<file path="config.mk">
export PLATFORM = sky130hd
export DESIGN_NAME = aes_rcon_seq
export DESIGN_NICKNAME = d
export VERILOG_FILES = /design/src/rtl/aes_rcon_seq.sv
export SDC_FILE = /design/constraint.sdc
export NUM_CORES = 1
export LEC_CHECK = 0
export ABC_AREA = 0
export BUFFER_PORTS_ARGS = -buffer_cell sky130_fd_sc_hd__buf_2
export CORE_MARGIN = 2
export CORE_UTILIZATION = 50
export DETAILED_ROUTE_END_ITERATION = 12
export PLACE_DENSITY = 0.75
export SYNTH_ARGS = -nofsm -noshare
export SYNTH_HDL_FRONTEND = slang
export SYNTH_SLANG_ARGS = --single-unit
</file>
<file path="constraint.sdc">
create_clock -name clk -period 2.15 [get_ports clk]
set_input_delay 0.1075 -clock clk [delete_from_list [all_inputs] [get_ports clk]]
set_output_delay 0.1075 -clock clk [all_outputs]
set_load 0.005 [all_outputs]
</file>
<file path="src/rtl/aes_rcon_seq.sv">
// Sequential AES round-constant generator: emits INIT, xtime(INIT), ... one value per
// accepted handshake, with the sequence length chosen by the mode latched at start.
module aes_rcon_seq #(
  parameter int unsigned          WIDTH = 8,
  parameter logic [WIDTH-1:0]     POLY  = 8'h1b,
  parameter logic [WIDTH-1:0]     INIT  = 8'h01
) (
  input  logic             clk,
  input  logic             rst,
  input  logic             start,
  input  logic [1:0]       mode,
  input  logic             next,
  output logic             rcon_valid,
  output logic [WIDTH-1:0] rcon_out,
  output logic [3:0]       rcon_idx,
  output logic             rcon_last,
  output logic             busy,
  output logic             done
);

  typedef enum logic [1:0] {
    IDLE = 2'd0,
    RUN  = 2'd1,
    DONE = 2'd2
  } state_t;

  state_t           state_q, state_d;
  logic [1:0]       mode_q, mode_d;
  logic             valid_d, last_d, busy_d, done_d;
  logic [WIDTH-1:0] out_d;
  logic [3:0]       idx_d;

  // Multiply by x in GF(2^WIDTH), reducing by POLY when the top bit shifts out.
  function automatic logic [WIDTH-1:0] xtime(input logic [WIDTH-1:0] r);
    return {r[WIDTH-2:0], 1'b0} ^ (r[WIDTH-1] ? POLY : '0);
  endfunction

  function automatic logic [3:0] count_for(input logic [1:0] m);
    case (m)
      2'b00:   return 4'd10;
      2'b01:   return 4'd8;
      2'b10:   return 4'd7;
      default: return 4'd15;
    endcase
  endfunction

  always_comb begin
    // NOTE: every signal gets a default before any branch so no path leaves it unassigned (no latch).
    state_d = state_q;
    mode_d  = mode_q;
    valid_d = rcon_valid;
    out_d   = rcon_out;
    idx_d   = rcon_idx;
    busy_d  = busy;
    done_d  = 1'b0;

    if (start) begin
      // Restart from any state; a simultaneous next is deliberately dropped.
      state_d = RUN;
      mode_d  = mode;
      valid_d = 1'b1;
      out_d   = INIT;
      idx_d   = 4'd1;
      busy_d  = 1'b1;
    end else begin
      case (state_q)
        RUN: begin
          if (rcon_valid && next) begin
            if (rcon_last) begin
              state_d = DONE;
              valid_d = 1'b0;
              out_d   = '0;
              idx_d   = 4'd0;
              busy_d  = 1'b0;
              done_d  = 1'b1;
            end else begin
              out_d = xtime(rcon_out);
              idx_d = rcon_idx + 4'd1;
            end
          end
        end
        DONE:    state_d = IDLE;
        default: state_d = IDLE;
      endcase
    end

    // Registered so rcon_last is glitch-free and aligned with rcon_idx.
    last_d = valid_d && (idx_d == count_for(mode_d));
  end

  // NOTE: sequential state uses non-blocking assignments so all registers update from pre-edge values.
  always_ff @(posedge clk) begin
    if (rst) begin
      state_q    <= IDLE;
      mode_q     <= 2'b00;
      rcon_valid <= 1'b0;
      rcon_out   <= '0;
      rcon_idx   <= 4'd0;
      rcon_last  <= 1'b0;
      busy       <= 1'b0;
      done       <= 1'b0;
    end else begin
      state_q    <= state_d;
      mode_q     <= mode_d;
      rcon_valid <= valid_d;
      rcon_out   <= out_d;
      rcon_idx   <= idx_d;
      rcon_last  <= last_d;
      busy       <= busy_d;
      done       <= done_d;
    end
  end

endmodule

</file>
==> results by group <==
Critical path
  • Worst setup endpoint: rcon_last
  • Worst R2R Path Depth: 5
  • R2R Path End: rcon_last
  • Setup Crit Path Kind: reg -> reg
  • Worst Path Required: 2.37 ns
  • Worst EP arrival: 1.99 ns
  • Nature of the critical path endpoint: flop
  • Worst setup startpoint: rcon_valid
  • Reg-to-Reg Start: rcon_valid
  • Worst-path fanout max: 8
  • Internal reg-to-reg setup slack: roughly 0.38 ns
  • CP Launch Type: flop

Floorplan
  • # rows: 15
  • Io pins: 22
  • DIE WIDTH: ~47 µm
  • Area of the die: 2163 µm²
  • Starting Density: between 50% and 60%
  • Core ar.: 1708 µm²
  • Die height: about 47 µm

Layout
  • Final net count: 133
  • Syn-to-layout area delta: 15.51%
  • Fillers: 154
  • Antenna cells: 0
  • Share of layout cells above drive strength 1: 22.58%

Synth
  • Cells after Synth: 106
  • Post-synth EDFFs: 0
  • Top post-synthesis cells by count: 20 x dfxtp_1, 18 x a21oi_1, 16 x nor2_1
  • Syn avg cell area: 8.522 µm²
  • Syn_nets: between 100 and 150
  • Yosys warning total: 0
  • Yosys reg bits: 20
  • Top post-synthesis cells by area: dfxtp_1 44%, a21oi_1 10%, nor2_1 6.6%
  • Synth Cell Area: 903.4 µm²
  • Distinct cell type count after synthesis: 28
  • Asr flop ratio synth: 0%
  • Most frequent cell after synthesis: dfxtp_1
  • Yosys top cell by area: dfxtp_1
  • Main synth FF type: dfxtp_1
  • Share of Yosys cell area claimed by the top area cell type: 44.32%
  • Seq/Total Area, Yosys: 44.32%

Clocking
  • Worst skew pair latency: roughly 0.29 ns
  • Inserted Clock Buffers: 3
  • Post-CTS Setup Bufs: 0
  • Hold buffer count at cts: 0
  • Root buffer cell: clkbuf_4
  • CTS clock-pin slew for the worst setup and hold paths: 0.11 ns
  • CTS tree: yes
  • H-tree Lvls: 1
  • Clk buf depth: 2
  • Post_cts resized: 0
  • Clock sinks: 20

STA
  • Max-slew violations: 0
  • Setup ws final: 0.3831 ns
  • Final Hold Violating Endpoints: 0
  • Fmax: roughly 570 MHz
  • Fin Setup TNS: 0 ns
  • Crit path time final: 1.767 ns
  • Unrepaired setup endpoints after global routing: no
  • Rel. slew slack: 60.90%
  • Final worst-path cycle share: 82.18%
  • Setup-failing EPs final: 0
  • Worst Tran Pin Value: 0.5856 ns
  • Clk_skew: 0.006570 ns

Pwr
  • Leakage: approximately 0.43 nW
  • Worst VDD drop: ~0.00042 V
  • Power per cell area: 590.6 nW/µm²

Routing
  • # DRC: 0
  • DR vias/cell: 5.315
  • WL/cell: 11.51 µm
  • DR vias: slightly below 800
  • First-pass iteration count of the detailed router: 4
  • Drt total wl: 1715 µm
  • DRT antenna net count: 0
  • Iter 0 DRT Violations: 13

GRT
  • GRT Residual Overflow: 0
  • First-pass GRT wire length: 2766 µm
  • Largest net degree at the start of global routing: 20
  • Total GRT Usage: 17.85%
  • Initial antenna violation count: 0
  • Vias in the first global route: between 600 and 700

Placed design
  • GP Congestion: 0.8255
  • Number of buffers added on ports: 21
  • HPWL after DPL: 1198 µm
  • Pre-CTS setup slack: 0.4637 ns

Flow run
  • Number of max-cap violations: 0

Status
  • Status: finished clean

Hold path
  • Min-delay worst type: in -> reg
report_power, final:
part	internal [mW]	total (mW)	switching, mW
logic	0.0227	0.0514	0.0287
registers	0.380	0.391	0.0117
clock network	0.0651	0.174	0.108
final cells by class:
cell class | count | area (µm²) | area share (%)
clock buffers | 3 | 22.52 | 2.158
inverters | 2 | 7.507 | 0.7194
multi-input cells | 77 | 469.2 | 44.96
flip-flops and latches | 20 | 400.4 | 38.37
well taps | 25 | 31.28 | 2.998
repair buffers | 22 | 112.6 | 10.79
through the flow:
step           hold WS [ns]  util [%]  total power, mW  std cells  cell area, µm²
2_1_floorplan        0.2548         -           0.4325        106           903.4
3_3_place_gp         0.3606     59.78           0.4500        146            1021
3_5_place_dp         0.3731     59.78           0.4513        146            1021
4_1_cts             0.06277     61.10           0.6216        149            1044
5_1_grt             0.06614     61.10           0.6476        149            1044
6_report            0.06015     61.10           0.6163        149            1044
layout by cell type (no fill, tap or decap), types with 2 or more instances in the layout:
cell and n:
xnor2_1 4, inv_1 2, nand3_1 3, nand2b_1 2, nor3_1 5, nand2_1 2, nor3b_1 7, a31oi_1 2
a211oi_1 2, a21oi_1 18, mux2i_1 2, clkbuf_4 3, nor2_1 16, buf_2 21, dfxtp_1 20
metal layers:
metal / vias to the layer above / GRT usage [%] / wire, µm
li1: 412 / - / -
met1: 362 / 27.45 / 860
met2: 16 / 23.61 / 782
met3: 2 / 3.529 / 58
met4: 0 / 7.429 / 13
met5: - / 0 / 0
registers in the layout, summed over array words and instances, names as in the netlist:
name	cells
busy	1
rcon_valid	1
state_q	2
done	1
rcon_out	8
rcon_last	1
rcon_idx	4
mode_q	2
worst min path at each step:
stage,start,endpoint,slack [ns],cells past startpoint
floorplan,mode[0],mode_q[0],0.25,2
global placement,mode[0],mode_q[0],0.36,3
detailed placement,mode[0],mode_q[0],0.37,3
CTS,mode[0],mode_q[0],0.06,3
global route,rst,busy,0.07,2
finish,mode[0],mode_q[0],0.06,3
kinds of logic (layout without fill, tap and decap cells):
family	after synthesis	count (layout)	synth area share, %
compound gates	25	25	15.65
xor+xnor	5	5	4.847
fa+ha+maj	1	1	1.385
buf+inv	9	27	3.740
flops	20	20	44.32
mux	2	2	2.216
simple gates	44	44	27.84
critical path, stage by stage (launching register included):
cell,delay [ns]
dfxtp_1,0.46
nand4b_4,0.18
or4_1,0.53
a31oi_1,0.23
xor2_1,0.09
nor3b_1,0.20
Note: power is estimated with default switching activity, not from simulation.
